[src/rtl/calc_core.sv]
// calc_core: calculator arithmetic core.
// Takes key events from the keyboard scanner and does digit entry, left-to-right
// chained + - * on unsigned integers 0..MAX_VAL, and error handling.
// Multiplication is a sequential shift-add that takes WIDTH cycles.
// Handshake: the scanner holds intro high while a key is down, and each rising edge
// of intro is one key event. value is sampled in that cycle. The core answers with a
// one-cycle convert strobe, and num/error are valid in that same cycle.
module calc_core #(
  parameter int WIDTH   = 14,
  parameter int MAX_VAL = 9999
) (
  input  logic             clk,
  input  logic             rst_n,
  input  logic [3:0]       value,
  input  logic             intro,
  output logic [WIDTH-1:0] num,
  output logic             convert,
  output logic             error,
  output logic             busy,
  output logic [1:0]       dbg_state
);

  localparam int CW = (WIDTH > 1) ? $clog2(WIDTH) : 1;

  localparam logic [1:0] ST_IDLE = 2'd0;
  localparam logic [1:0] ST_MUL  = 2'd1;
  localparam logic [1:0] ST_ERR  = 2'd2;

  localparam logic [1:0] OP_NONE = 2'd0;
  localparam logic [1:0] OP_MUL  = 2'd3;
  localparam logic [1:0] OP_SUB  = 2'd2;

  localparam logic [3:0] KEY_EQ = 4'd13;
  localparam logic [3:0] KEY_AC = 4'd15;

  localparam logic [WIDTH+3:0]   MAX_X     = (WIDTH+4)'(MAX_VAL);
  localparam logic [WIDTH:0]     MAX_S     = (WIDTH+1)'(MAX_VAL);
  localparam logic [2*WIDTH-1:0] MAX_P     = (2*WIDTH)'(MAX_VAL);
  localparam logic [CW-1:0]      LAST_STEP = CW'(WIDTH-1);

  logic [1:0]         r_state, r_op, r_pend_op;
  logic [WIDTH-1:0]   r_acc, r_entry, r_num, r_mplier;
  logic [2*WIDTH-1:0] r_mcand, r_prod;
  logic [CW-1:0]      r_cnt;
  logic               r_ev, r_rh, r_intro_q, r_init, r_convert, r_error, r_busy;

  logic               w_key, w_is_digit, w_is_oper, w_is_eq;
  logic [3:0]         w_op_code;
  logic [1:0]         w_new_op;
  logic [WIDTH-1:0]   w_value_w;
  logic [WIDTH+3:0]   w_entry_ext, w_digit_x;
  logic [WIDTH:0]     w_sum;
  logic               w_arith_err;
  logic [WIDTH-1:0]   w_arith_val;
  logic [2*WIDTH-1:0] w_prod_next;
  logic               w_mul_done, w_eval_now, w_finish;
  logic               w_fin_err;
  logic [WIDTH-1:0]   w_fin_val;
  logic [1:0]         w_fin_pend;

  // Key decode. intro_q resets high, so a key held through reset is not an event.
  assign w_key      = intro & ~r_intro_q;
  assign w_is_digit = (value <= 4'd9);
  assign w_is_oper  = (value >= 4'd10) && (value <= 4'd12);
  assign w_is_eq    = (value == KEY_EQ);
  assign w_op_code  = value - 4'd9;
  assign w_new_op   = w_op_code[1:0];
  assign w_value_w  = {{(WIDTH-4){1'b0}}, value};

  // Digit append: entry*10 + d, computed with headroom for the overflow test.
  assign w_entry_ext = {4'b0000, r_entry};
  assign w_digit_x   = (w_entry_ext << 3) + (w_entry_ext << 1) + {{WIDTH{1'b0}}, value};

  // Single-cycle add/sub evaluation with range checks.
  assign w_sum       = {1'b0, r_acc} + {1'b0, r_entry};
  assign w_arith_err = (r_op == OP_SUB) ? (r_acc < r_entry) : (w_sum > MAX_S);
  assign w_arith_val = (r_op == OP_SUB) ? (r_acc - r_entry) : w_sum[WIDTH-1:0];

  // One shift-add step; the last step is used directly to produce the result.
  assign w_prod_next = r_mplier[0] ? (r_prod + r_mcand) : r_prod;

  // A result is produced either by the last multiply step or by an add/sub evaluation.
  assign w_mul_done = (r_state == ST_MUL) && (r_cnt == LAST_STEP);
  assign w_eval_now = (r_state == ST_IDLE) && w_key && (w_is_oper || w_is_eq) &&
                      (r_op != OP_NONE) && r_ev;
  assign w_finish   = w_mul_done || (w_eval_now && (r_op != OP_MUL));
  assign w_fin_err  = (r_state == ST_MUL) ? (w_prod_next > MAX_P) : w_arith_err;
  assign w_fin_val  = (r_state == ST_MUL) ? w_prod_next[WIDTH-1:0] : w_arith_val;
  assign w_fin_pend = (r_state == ST_MUL) ? r_pend_op : (w_is_eq ? OP_NONE : w_new_op);

  // Main control: key handling, multiply sequencing and output registers.
  always_ff @(posedge clk or negedge rst_n) begin
    if (!rst_n) begin
      r_state   <= ST_IDLE;
      r_op      <= OP_NONE;
      r_pend_op <= OP_NONE;
      r_acc     <= '0;
      r_entry   <= '0;
      r_num     <= '0;
      r_mplier  <= '0;
      r_mcand   <= '0;
      r_prod    <= '0;
      r_cnt     <= '0;
      r_ev      <= 1'b0;
      r_rh      <= 1'b0;
      r_intro_q <= 1'b1;
      r_init    <= 1'b1;
      r_convert <= 1'b0;
      r_error   <= 1'b0;
      r_busy    <= 1'b0;
    end else begin
      r_intro_q <= intro;
      r_convert <= 1'b0;
      r_init    <= 1'b0;
      if (r_init) begin
        // first edge after reset: tell the display to show 0
        r_convert <= 1'b1;
        r_num     <= '0;
      end else if (w_key && (value == KEY_AC)) begin
        r_state   <= ST_IDLE;
        r_op      <= OP_NONE;
        r_pend_op <= OP_NONE;
        r_acc     <= '0;
        r_entry   <= '0;
        r_num     <= '0;
        r_mplier  <= '0;
        r_mcand   <= '0;
        r_prod    <= '0;
        r_cnt     <= '0;
        r_ev      <= 1'b0;
        r_rh      <= 1'b0;
        r_error   <= 1'b0;
        r_busy    <= 1'b0;
        r_convert <= 1'b1;
      end else if (w_finish) begin
        r_busy    <= 1'b0;
        r_convert <= 1'b1;
        if (w_fin_err) begin
          r_state <= ST_ERR;
          r_error <= 1'b1;
          r_num   <= '0;
        end else begin
          r_state <= ST_IDLE;
          r_acc   <= w_fin_val;
          r_num   <= w_fin_val;
          r_op    <= w_fin_pend;
          r_rh    <= (w_fin_pend == OP_NONE);
          r_entry <= '0;
          r_ev    <= 1'b0;
        end
      end else begin
        case (r_state)
          ST_IDLE: begin
            if (w_key) begin
              if (w_is_digit) begin
                if (r_rh) begin
                  r_entry   <= w_value_w;
                  r_acc     <= '0;
                  r_rh      <= 1'b0;
                  r_ev      <= 1'b1;
                  r_num     <= w_value_w;
                  r_convert <= 1'b1;
                end else if (w_digit_x <= MAX_X) begin
                  r_entry   <= w_digit_x[WIDTH-1:0];
                  r_ev      <= 1'b1;
                  r_num     <= w_digit_x[WIDTH-1:0];
                  r_convert <= 1'b1;
                end
              end else if (w_is_oper || w_is_eq) begin
                if (w_eval_now) begin
                  // only a pending multiply reaches here; add/sub finished above
                  r_mcand   <= {{WIDTH{1'b0}}, r_acc};
                  r_mplier  <= r_entry;
                  r_prod    <= '0;
                  r_cnt     <= '0;
                  r_pend_op <= w_is_eq ? OP_NONE : w_new_op;
                  r_state   <= ST_MUL;
                  r_busy    <= 1'b1;
                end else if (w_is_eq) begin
                  r_convert <= 1'b1;
                end else begin
                  if ((r_op == OP_NONE) && !r_rh) begin
                    r_acc <= r_entry;
                    r_num <= r_entry;
                  end else begin
                    r_num <= r_acc;
                  end
                  r_op      <= w_new_op;
                  r_entry   <= '0;
                  r_ev      <= 1'b0;
                  r_rh      <= 1'b0;
                  r_convert <= 1'b1;
                end
              end else begin
                // clear entry: accumulator and pending operator survive
                r_entry   <= '0;
                r_ev      <= 1'b0;
                r_num     <= '0;
                r_convert <= 1'b1;
              end
            end
          end
          ST_MUL: begin
            r_prod   <= w_prod_next;
            r_mcand  <= r_mcand << 1;
            r_mplier <= r_mplier >> 1;
            r_cnt    <= r_cnt + 1'b1;
          end
          default: begin
          end
        endcase
      end
    end
  end

  assign num       = r_num;
  assign convert   = r_convert;
  assign error     = r_error;
  assign busy      = r_busy;
  assign dbg_state = r_state;

endmodule

[config.mk]
export PLATFORM = sky130hd
export DESIGN_NAME = calc_core
export DESIGN_NICKNAME = d
export VERILOG_FILES = /design/src/rtl/calc_core.sv
export SDC_FILE = /design/constraint.sdc
export NUM_CORES = 1
export LEC_CHECK = 0
export CAP_MARGIN = 20
export CORE_MARGIN = 2
export CORE_UTILIZATION = 30
export CTS_BUF_LIST = sky130_fd_sc_hd__clkbuf_8
export DETAILED_ROUTE_END_ITERATION = 8
export SYNTH_ARGS = -nofsm -noshare
export SYNTH_HDL_FRONTEND = slang
export SYNTH_SLANG_ARGS = --single-unit
[constraint.sdc]
create_clock -name clk -period 3.7 [get_ports clk]
set_clock_uncertainty 0.2 [all_clocks]
set_input_delay 0.37 -clock clk [delete_from_list [all_inputs] [get_ports clk]]
set_output_delay 0.37 -clock clk [all_outputs]
set_load 0.005 [all_outputs]
==> results of run 1 <==
## routing by layer
metal  share of wire [%]  global-route usage, %  wire (microns)  up-vias
met4                 2.5                   6.72             889        0
li1                    -                      -               -     5059
met1                  46                   27.9           16300     5129
met5                   0                      0               0        -
met3                 5.0                   2.74            1780       58
met2                  47                   32.9           16600      303
## report_power, final
group          leakage, nW  switching, mW  internal (mW)  total (mW)
Clock                0.205          0.669          0.674        1.34
Combinational         4.70           2.68           2.40        5.08
Sequential            1.75          0.267           1.65        1.91
## per-stage QoR
stage / hold slack (ns) / power (mW)
after floorplan: -0.126 / 4.46
after global placement: 0.265 / 6.49
final: 0.123 / 8.34
after detailed placement: 0.270 / 6.56
after CTS: 0.107 / 8.17
after global routing: 0.121 / 8.90
## layout make-up
type                    count  share of cell area, %
repair buffers            363                   20.5
well taps                 448                   3.95
multi-input cells         962                   48.8
clock inverters            15                   1.29
flip-flops and latches    128                   22.6
inverters                  48                   1.27
clock buffers              17                   1.65
## path summary, 6_finish.rpt
path,slack (ns),from,end
worst max-delay path,-0.36,r_prod[0],r_op[0]
worst min-delay path,0.12,intro,r_intro_q
worst max register to register,-0.36,r_prod[0],r_op[0]
worst min register to register,0.28,r_mplier[9],r_mplier[9]
max in group asynchronous,2.08,rst_n,r_prod[9]
min in group asynchronous,0.35,rst_n,r_mcand[9]
## cells in the final DEF (no fill, tap or decap), drive strengths merged, types with 5 or more instances in the layout
master / netlist / routed
and2: 5 / 5
dfrtp: 126 / 126
nor2b: 16 / 16
fa: 5 / 5
nor2: 88 / 88
inv: 48 / 52
mux2i: 24 / 24
nand3b: 5 / 5
a21oi: 111 / 111
a21o: 20 / 20
a211oi: 14 / 14
a22o: 37 / 37
nand3: 13 / 13
ha: 88 / 88
o21a: 11 / 11
nand4: 15 / 15
o2bb2ai: 17 / 17
o221ai: 14 / 14
o31ai: 13 / 13
xnor2: 34 / 34
o21bai: 7 / 7
o211ai: 19 / 19
clkinv: 0 / 5
nand2b: 15 / 16
a211o: 5 / 5
nand2: 148 / 148
or2: 6 / 6
buf: 9 / 338
nor4: 5 / 5
xor2: 10 / 10
o21ai: 107 / 107
clkbuf: 48 / 17
a21boi: 11 / 11
nor3: 21 / 21
or3: 8 / 8
a2111oi: 5 / 5
a31oi: 7 / 7
clkdlybuf4s50: 0 / 24
## sequential cells by signal, indices dropped and copies added (netlist names)
| name | flops |
|---|---|
| r_entry | 14 |
| r_rh | 1 |
| error | 1 |
| convert | 1 |
| r_cnt | 4 |
| r_ev | 1 |
| r_intro_q | 1 |
| r_init | 1 |
| r_mcand | 28 |
| r_prod | 28 |
| r_acc | 14 |
| r_mplier | 14 |
| num | 14 |
| dbg_state | 2 |
| r_op | 2 |
| r_pend_op | 2 |
## cell families (layout without fill, tap and decap cells)
family	after synthesis	after routing	synth area share, %
flops	128	128	31.9
simple gates	356	357	16.3
buf+inv	105	443	4.08
other cells	1	1	0.0373
fa+ha+maj	93	93	11.9
mux	28	28	2.84
xor+xnor	44	44	3.83
compound gates	439	439	29.2
## repair_timing
action | CTS | global route
endpoints found under the setup margin | 49 | 50
hold buffers | 1 | 0
pin swaps | 35 | 31
hold endpoints to repair | 94 | 0
resized for setup | 43 | 46
setup buffers | 20 | 10
gates cloned | 4 | 1
==> reports/summary.log, run 1 <==
qor: drt.drt_pre_antenna_iters 5
qor: final_layout.area_growth_syn_to_layout 41.0%
qor: worst_setup_path.timing.critical_path.from_type flip-flop
qor: synthesis.synth_top_cells_by_area dfrtp_1 (31%), ha_1 (11%), nand2_1 (5.5%), a21oi_1 (5.4%), o21ai_0 (5.1%)
qor: final_layout.antenna_fix_cells 0
qor: floorplan.die-height 187 microns
qor: synthesis.post_synth_instance_area 10100 sq um
qor: clock_network.cts_tree built
qor: sta.max_clock_freq 0.246 GHz
qor: floorplan.io_pins 26
qor: synthesis.postSynth.topFlopCell dfrtp_1
qor: drt.drtAntennaViolNets 0
qor: synthesis.synth.top_cell.area_share 31.3%
qor: clock_network.clock_tree.root_cell clkbuf_8
qor: clock_network.clkSlewWorstSetupHoldPaths 0.09 ns
qor: drt.post-route-drc-count 0
qor: sta.slew_headroom 32.8%
qor: pwr.vdd_ir_drop_max 592 uV
qor: pwr.p_per_area 588 nW/um^2
qor: synthesis.post-synth-top-count-cell nand2_1
qor: drt.drt_first_iter_violations 1013
qor: final_layout.drive_gt1_share 30.3%
qor: floorplan.die_w 187 microns
qor: final_layout.finish.cell_count_without_fillers 1981
qor: outcome.failed_checks negative setup slack
qor: sta.rsz0062_at_grt yes
qor: worst_setup_path.timing.critical_path.buf_inv 2
qor: global_route.grt_first_pass_wirelength 57100 microns
qor: synthesis.average_footprint_of_a_synthesized_cell 8.43 sq um
qor: placement.gp_congestion 0.964
qor: synthesis.async_reset_ff_share 100%
qor: synthesis.synth_largest_area_cell dfrtp_1
qor: placement.dp.cells 1918
qor: final_layout.multi_input_area 6920 sq um
qor: clock_network.clock-sinks 128
qor: worst_setup_path.critical-path-max-stage-delay 0.42 ns
qor: worst_setup_path.cells_along_the_critical_path ha_2, inv_2, fa_2, nor2b_4, o31a_1, o211a_1, o21ai_1, or3b_1, xor2_1, a2111o_1, a2111o_1, o211ai_4, buf_12, o211ai_4, mux2_4
qor: clock_network.clkLatencyLatePin 0.48 ns
qor: final_layout.sequential_cell_area 3210 sq um
qor: global_route.antenna_found_initial 0
qor: floorplan.fp.dieArea 35000 sq um
qor: synthesis.synth-seq-cells 128
qor: final_layout.layout.core_utilization 42.6%
qor: clock_network.cts-buffers-inserted 17
qor: sta.fin_tns_setup -13.16 ns
qor: synthesis.synth_cell_types 79
qor: final_layout.nNetsFinal 1620
qor: pwr.cellLeakagePower 6.65 nW
qor: global_route.globalRoute.totalOverflow 0
qor: sta.portion_of_the_clock_cycle_consumed_by_the_worst_path_in_the_final_layout 110%
qor: floorplan.start_util 30.2%
qor: sta.period_minus_slack 4.06 ns
qor: global_route.first_global_vias 10600
qor: hold_path.hold-path-cell-count 1
qor: worst_setup_path.worstPathMaxFanout 7
qor: clock_network.cts-root-to-sink-buffers 2
qor: placement.half_perimeter_wire_length_after_detailed_placement 26900 microns
qor: placement.place_worst_setup_slack -0.702 ns
qor: clock_network.cts_max_level 4
qor: final_layout.design_area 14200 sq um
qor: drt.route.final.wire_length 35600 microns
qor: worst_setup_path.timing_worst_setup_path_type reg -> reg
qor: worst_setup_path.crit_arrival 4.22 ns
qor: sta.setup_ws -0.362 ns
qor: synthesis.mappedNetlistNets 1294
qor: floorplan.core_area 33300 sq um
qor: placement.port_buffers 25
qor: worst_setup_path.worstSetupPathDepth 15
qor: synthesis.seq_area_frac_synth 31.9%
qor: drt.routed_wire_length_per_instance 18.0 microns
qor: final_layout.layout.filler_cells 3278
qor: hold_path.hp-class in -> reg
qor: synthesis.syn_inst_count 1194
qor: sta.hold_viol 0
qor: sta.final-setup-viol-count 48
qor: run.maxCapViolCount 0
qor: synthesis.yosys-top-cells-count nand2_1 (147), dfrtp_1 (126), a21oi_1 (109)
qor: sta.max_slew.worst_pin.slew 1.01 ns
qor: outcome.result_of_the_run finished, violations left
qor: worst_setup_path.end_kind flip-flop
qor: worst_setup_path.cp_top_family compound AO/OA/AOI/OAI gates
qor: worst_setup_path.worst_r2r_path_depth 15
qor: global_route.grt_start_max_net_pins 99
qor: worst_setup_path.required 3.86 ns
qor: drt.number_of_vias_after_detailed_routing 10500
qor: floorplan.rows 67
qor: synthesis.synth.yosys.warnings 0
qor: sta.finalMaxSlewViolations 0
qor: global_route.grt_use_total 20.3%
qor: placement.placed_cell_area 13100 sq um
qor: drt.routed_via_density 5.33
qor: synthesis.number_of_flops_mapped_to_enable_cells_by_yosys 0
qor: worst_setup_path.worst_path_cell_with_the_longest_stage_delay a2111o_1
Power figures use the tool's default switching activity.
==> run 2, diff against run 1 <==
--- a/config.mk
+++ b/config.mk
@@ -5,11 +5,11 @@
 export SDC_FILE = /design/constraint.sdc
 export NUM_CORES = 1
 export LEC_CHECK = 0
-export CAP_MARGIN = 20
 export CORE_MARGIN = 2
 export CORE_UTILIZATION = 30
 export CTS_BUF_LIST = sky130_fd_sc_hd__clkbuf_8
 export DETAILED_ROUTE_END_ITERATION = 8
+export MAX_ROUTING_LAYER = met4
 export SYNTH_ARGS = -nofsm -noshare
 export SYNTH_HDL_FRONTEND = slang
 export SYNTH_SLANG_ARGS = --single-unit
==> constraint.sdc (replaced) <==
create_clock -name clk -period 3.7 [get_ports clk]
set_clock_uncertainty 0.2 [all_clocks]
set_input_delay 0.74 -clock clk [delete_from_list [all_inputs] [get_ports clk]]
set_output_delay 0.74 -clock clk [all_outputs]
set_load 0.005 [all_outputs]
==> reports/summary.log, run 2 (synthesis gave the netlist of run 1 again) <==
qor: final_layout.mostFrequentLayoutCell buf_4
qor: worst_setup_path.timing.critical_path.from_type flip-flop
qor: floorplan.die_w 187 microns [unchanged]
qor: placement.dp.cells 1912 [-0.31%]
qor: pwr.p_per_area 585 nW/um^2 [-0.53%]
qor: sta.portion_of_the_clock_cycle_consumed_by_the_worst_path_in_the_final_layout 111% [+1.0 points]
qor: drt.post-route-drc-count 0 [unchanged]
qor: worst_setup_path.worst_path_cell_with_the_longest_stage_delay dfrtp_1
qor: final_layout.nNetsFinal 1608 [-0.74%]
qor: clock_network.cts-buffers-inserted 17 [unchanged]
qor: hold_path.hp-class in -> async
qor: sta.setup_ws -0.399 ns [-0.0377 ns]
qor: sta.period_minus_slack 4.10 ns [+0.0377 ns]
qor: drt.drt_first_iter_violations 940 [-7.2%]
qor: outcome.failed_checks negative setup slack
qor: clock_network.clock-sinks 128 [unchanged]
qor: worst_setup_path.cells_along_the_critical_path ha_2, buf_4, a211o_1, a211o_4, buf_6, nand4_1, nand3_2, o211ai_1, a31oi_1, a2111o_1, a2111o_1, buf_4, o21ai_4, nand2b_4, buf_6, o221ai_2
qor: sta.hold_viol 0 [unchanged]
qor: outcome.result_of_the_run finished, violations left
qor: drt.routed_wire_length_per_instance 17.9 microns [-0.59%]
qor: global_route.globalRoute.totalOverflow 0 [unchanged]
qor: final_layout.antenna_fix_cells 0 [unchanged]
qor: drt.route.final.wire_length 35200 microns [-1.2%]
qor: final_layout.finish.cell_count_without_fillers 1969 [-0.61%]
qor: final_layout.sequential_cell_area 3210 sq um [unchanged]
qor: worst_setup_path.end_kind flip-flop
qor: clock_network.clkLatencyLatePin 0.48 ns [about the same]
qor: global_route.antenna_found_initial 0 [unchanged]
qor: final_layout.multi_input_area 6900 sq um [-0.22%]
qor: clock_network.cts-root-to-sink-buffers 2 [unchanged]
qor: worst_setup_path.critical-path-max-stage-delay 0.40 ns [-0.02 ns]
qor: floorplan.rows 67 [unchanged]
qor: sta.final-setup-viol-count 48 [unchanged]
qor: placement.port_buffers 25 [unchanged]
qor: placement.half_perimeter_wire_length_after_detailed_placement 27000 microns [about the same]
qor: drt.routed_via_density 5.33 [+0.15%]
qor: sta.fin_tns_setup -17.46 ns [-4.30 ns]
qor: pwr.cellLeakagePower 6.62 nW [-0.42%]
qor: clock_network.cts_max_level 4 [unchanged]
qor: final_layout.layout.filler_cells 3271 [-0.21%]
qor: worst_setup_path.required 3.89 ns [+0.03 ns]
qor: sta.fin_hold_ws 0.0547 ns [-0.0682 ns]
qor: sta.slew_headroom 49.4% [+17 points]
qor: floorplan.fp.dieArea 35000 sq um [unchanged]
qor: global_route.grt_start_max_net_pins 63 [-36%]
qor: global_route.first_global_vias 10400 [-2.0%]
qor: worst_setup_path.worstPathMaxFanout 6 [-1]
qor: pwr.vdd_ir_drop_max 474 uV [-20%]
qor: global_route.grt_first_pass_wirelength 56400 microns [-1.2%]
qor: worst_setup_path.crit_arrival 4.29 ns [+0.07 ns]
qor: drt.drt_pre_antenna_iters 7 [+2]
qor: clock_network.clock_tree.root_cell clkbuf_8
qor: final_layout.drive_gt1_share 30.0% [-0.35 points]
qor: worst_setup_path.worst_r2r_path_depth 16 [+1]
qor: sta.finalMaxSlewViolations 0 [unchanged]
qor: drt.number_of_vias_after_detailed_routing 10500 [-0.46%]
qor: placement.gp_congestion 0.949 [-1.5%]
qor: drt.drtAntennaViolNets 0 [unchanged]
qor: floorplan.die-height 187 microns [unchanged]
qor: clock_network.clkSlewWorstSetupHoldPaths 0.08 ns [about the same]
qor: sta.max_slew.worst_pin.slew 0.758 ns [-0.251 ns]
qor: global_route.grt_use_total 20.7% [+0.43 points]
qor: worst_setup_path.timing_worst_setup_path_type reg -> reg
qor: clock_network.cts_tree built
qor: placement.place_worst_setup_slack -1.05 ns [-0.349 ns]
qor: clock_network.hold_buffers 0 [-1]
qor: floorplan.core_area 33300 sq um [unchanged]
qor: final_layout.area_growth_syn_to_layout 40.0%
qor: final_layout.mostFrequentLayoutCells buf_4 (310), nand2_1 (146), dfrtp_1 (125), a21oi_1 (101), o21ai_0 (94)
qor: sta.max_clock_freq 0.244 GHz [-0.92%]
qor: floorplan.io_pins 26 [unchanged]
qor: run.maxCapViolCount 0 [unchanged]
qor: final_layout.layout.core_utilization 42.3% [-0.31 points]
qor: floorplan.start_util 30.2% [unchanged]
qor: sta.rsz0062_at_grt yes
qor: final_layout.largest_registers r_mcand (28), r_prod (28)
[run 2: cell types whose count changed in the layout (fill, tap and decap cells not counted), moves of 3 or more]
cell       previous run  this run
buf_4               320       310
a211oi_2              6         3
buf_6                11         7
o2bb2ai_1             5        10
o2bb2ai_2            10         7
buf_12                6         9
[run 2: power breakdown]
part	internal, mW	switching [mW]	leakage, nW
combinational	2.37	2.72	4.68
sequential	1.65	0.260	1.75
clock	0.560	0.678	0.192
total	4.58	3.65	6.62
[run 2: final cells by class]
type | count | share of cell area (%)
timing repair buffer | 351 | 20.2
clock buffer | 18 | 1.76
sequential | 128 | 22.8
clock inverter | 14 | 0.942
multi-input combinational | 962 | 49.0
inverter | 48 | 1.33
tap | 448 | 3.98
[run 2: worst paths after layout]
check | to | slack (ns) | from
max in group asynchronous | r_prod[8] | 2.40 | rst_n
worst min register to register | r_cnt[3] | 0.29 | r_cnt[3]
min in group clk | r_cnt[3] | 0.29 | r_cnt[3]
worst max-delay path | num[6] | -0.40 | r_prod[0]
worst min-delay path | r_mcand[8] | 0.05 | rst_n
worst max register to register | num[6] | -0.40 | r_prod[0]
[run 2: through the flow]
step,area [sq um],total power [mW]
after floorplan,10200,4.48
after global routing,14100,8.77
after global placement,13100,6.48
after detailed placement,13100,6.53
after CTS,13800,7.97
final,14100,8.23
[run 2: what timing repair did]
item | 4_1_cts | 5_1_grt
setup endpoints to repair | 49 | 50
pin swaps | 28 | 36
resized for setup | 44 | 43
gates cloned | 2 | 0
buffers inserted | 12 | 12
[run 2: critical path, delay by kind of cell, from the launching register on]
kind,cells,cell delay [ns]
adder cells (fa/ha/maj),1,0.20
AO/OA/AOI/OAI,8,2.28
buffers and inverters,4,0.59
flip-flops,1,0.40
AND/OR/NAND/NOR,3,0.34
[run 2: routing by layer]
| metal | global-route usage, % | wire length, microns | vias to the layer above |
|---|---|---|---|
| li1 | - | - | 5026 |
| met1 | 27.6 | 16500 | 5108 |
| met2 | 32.8 | 16200 | 312 |
| met3 | 3.08 | 1660 | 55 |
| met4 | 5.74 | 764 | 0 |
| met5 | - | 0 | - |
==> run 3, diff against run 2 <==
--- a/config.mk
+++ b/config.mk
@@ -5,11 +5,14 @@
 export SDC_FILE = /design/constraint.sdc
 export NUM_CORES = 1
 export LEC_CHECK = 0
+export CELL_PAD_IN_SITES_DETAIL_PLACEMENT = 0
+export CELL_PAD_IN_SITES_GLOBAL_PLACEMENT = 1
 export CORE_MARGIN = 2
 export CORE_UTILIZATION = 30
 export CTS_BUF_LIST = sky130_fd_sc_hd__clkbuf_8
 export DETAILED_ROUTE_END_ITERATION = 8
 export MAX_ROUTING_LAYER = met4
+export PLACE_DENSITY_LB_ADDON = 0.1
 export SYNTH_ARGS = -nofsm -noshare
 export SYNTH_HDL_FRONTEND = slang
 export SYNTH_SLANG_ARGS = --single-unit
==> reports/summary.log, run 3 (synthesis gave the netlist of run 1 again) <==
qor: outcome.result_of_the_run finished, violations left
qor: outcome.failed_checks negative setup slack
qor: placement.port_buffers 25 [unchanged]
qor: worst_setup_path.timing.critical_path.from_type flip-flop
qor: worst_setup_path.end_kind flip-flop
qor: clock_network.hold_buffers 0 [unchanged]
qor: drt.post-route-drc-count 0 [unchanged]
qor: global_route.grt_use_total 22.4% [+1.7 points]
qor: final_layout.finish.cell_count_without_fillers 2018 [+2.5%]
qor: run.maxCapViolCount 0 [unchanged]
qor: floorplan.start_util 30.2% [unchanged]
qor: clock_network.cts-root-to-sink-buffers 2 [unchanged]
qor: drt.route.final.wire_length 37700 microns [+7.0%]
qor: pwr.cellLeakagePower 6.87 nW [+3.7%]
qor: drt.routed_via_density 5.11 [-4.2%]
qor: sta.max_slew.worst_pin.slew 0.699 ns [-0.0584 ns]
qor: clock_network.clkSlewWorstSetupHoldPaths 0.08 ns [about the same]
qor: global_route.grt_start_max_net_pins 67 [+6.3%]
qor: placement.gp_congestion 0.878 [-7.5%]
qor: sta.setup_ws -0.558 ns [-0.158 ns]
qor: worst_setup_path.required 3.84 ns [-0.05 ns]
qor: drt.drt_pre_antenna_iters 7 [unchanged]
qor: sta.final-setup-viol-count 48 [unchanged]
qor: worst_setup_path.cells_along_the_critical_path ha_1, a211o_1, a211o_4, buf_4, nand4_1, nand3_2, o211ai_1, a31oi_1, a2111o_1, a2111o_1, o211ai_4, buf_6, o211ai_4, mux2_4
qor: clock_network.clock-sinks 128 [unchanged]
qor: final_layout.mostFrequentLayoutCell buf_4
qor: sta.period_minus_slack 4.26 ns [+0.158 ns]
qor: final_layout.mostFrequentLayoutCells buf_4 (354), nand2_1 (145), dfrtp_1 (126), a21oi_1 (107), o21ai_0 (95)
qor: final_layout.antenna_fix_cells 0 [unchanged]
qor: worst_setup_path.worst_path_cell_with_the_longest_stage_delay a2111o_1
qor: clock_network.cts_tree built
qor: hold_path.hp-class in -> async
qor: clock_network.cts_max_level 4 [unchanged]
qor: clock_network.cts-buffers-inserted 17 [unchanged]
qor: worst_setup_path.critical-path-max-stage-delay 0.41 ns [about the same]
qor: worst_setup_path.crit_arrival 4.40 ns [+0.11 ns]
qor: final_layout.nNetsFinal 1658 [+3.1%]
qor: sta.slew_headroom 53.4% [+4.0 points]
qor: pwr.p_per_area 583 nW/um^2 [-0.32%]
qor: placement.place_worst_setup_slack -0.978 ns [+0.0727 ns]
qor: final_layout.sequential_cell_area 3210 sq um [about the same]
qor: clock_network.clock_tree.root_cell clkbuf_8
qor: final_layout.drive_gt1_share 32.7% [+2.7 points]
qor: global_route.grt_first_pass_wirelength 59500 microns [+5.5%]
qor: drt.number_of_vias_after_detailed_routing 10300 [-1.8%]
qor: sta.hold_viol 0 [unchanged]
qor: drt.drtAntennaViolNets 0 [unchanged]
qor: final_layout.largest_registers r_mcand (28), r_prod (28)
qor: floorplan.fp.dieArea 35000 sq um [unchanged]
qor: sta.portion_of_the_clock_cycle_consumed_by_the_worst_path_in_the_final_layout 115% [+4.3 points]
qor: global_route.first_global_vias 10400 [+0.048%]
qor: sta.finalMaxSlewViolations 0 [unchanged]
qor: final_layout.multi_input_area 6940 sq um [+0.58%]
qor: worst_setup_path.timing_worst_setup_path_type reg -> reg
qor: drt.drt_first_iter_violations 530 [-44%]
qor: floorplan.die-height 187 microns [unchanged]
qor: placement.dp.cells 1971 [+3.1%]
qor: pwr.vdd_ir_drop_max 537 uV [+13%]
qor: final_layout.layout.filler_cells 3397 [+3.9%]
qor: global_route.antenna_found_initial 0 [unchanged]
qor: floorplan.rows 67 [unchanged]
qor: floorplan.core_area 33300 sq um [unchanged]
qor: clock_network.clkLatencyLatePin 0.46 ns [-0.02 ns]
qor: sta.rsz0062_at_grt yes
qor: placement.half_perimeter_wire_length_after_detailed_placement 30000 microns [+11%]
qor: drt.routed_wire_length_per_instance 18.7 microns [+4.4%]
qor: worst_setup_path.worstPathMaxFanout 5 [-1]
qor: global_route.globalRoute.totalOverflow 0 [unchanged]
qor: floorplan.die_w 187 microns [unchanged]
qor: floorplan.io_pins 26 [unchanged]
qor: final_layout.area_growth_syn_to_layout 44.6%
qor: sta.max_clock_freq 0.235 GHz [-3.7%]
run 3: cell count changes in the layout (fill, tap and decap cells not counted), sizes merged:
cell           before  now
buf               327  377
bufinv              1    2
clkbuf             18   21
clkdlybuf4s50      22   21
clkinv              6    5
dlymetal6s2s        0    1
inv                53   49
run 3: layout make-up:
class / count / share of cell area, %
Sequential cell: 128 / 22.0
Inverter: 48 / 1.32
Clock buffer: 21 / 1.99
Multi-Input combinational cell: 962 / 47.7
Tap cell: 448 / 3.85
Clock inverter: 10 / 0.765
Timing Repair Buffer: 401 / 22.3
run 3: through the flow:
step	power, mW	utilization, %	TNS (ns)	hold slack (ns)	instance area [sq um]
2_1_floorplan	4.48	-	-7.48	0.244	10200
6_report	8.48	43.7	-22.12	0.0950	14600
4_1_cts	8.32	42.7	-22.50	0.110	14200
3_3_place_gp	6.92	40.9	-37.38	0.266	13600
3_5_place_dp	6.93	40.9	-37.69	0.271	13600
5_1_grt	9.09	43.7	-30.27	0.126	14600
run 3: timing repair:
action	CTS	global route
setup endpoints to repair	49	50
cloned	1	0
buffers inserted	4	12
resized for setup	44	49
pin swaps	16	28
run 3: final timing paths:
kind	start	to	slack, ns	cells after the start
max	r_prod[1]	r_op[1]	-0.56	14
min	rst_n	r_mplier[9]	0.09	1
max reg2reg	r_prod[1]	r_op[1]	-0.56	14
min reg2reg	r_mplier[1]	r_mplier[1]	0.29	2
max in group asynchronous	rst_n	r_acc[12]	2.34	2
min in group clk	r_mplier[1]	r_mplier[1]	0.29	2
run 3: routing by layer:
metal  part of all wire (%)  track usage [%]  vias up
li1                       -                -     5146
met3                    2.0             2.42       26
met5                      0                -        -
met2                     48             36.8      133
met4                    1.2             4.61        0
met1                     49             30.0     5008
run 3: worst max-delay path, delay by kind of cell (launching register included):
kind                     cells  cell delay [ns]
adder cells (fa/ha/maj)      1             0.31
buffers and inverters        2             0.31
flip-flops                   1             0.39
AND/OR/NAND/NOR              2             0.28
AO/OA/AOI/OAI                8             2.34
multiplexers                 1             0.31
run 3: where the power goes:
group / switching (mW) / internal (mW) / total [mW]
registers: 0.253 / 1.65 / 1.90
logic: 2.79 / 2.51 / 5.31
clock network: 0.605 / 0.663 / 1.27
total: 3.65 / 4.82 / 8.48
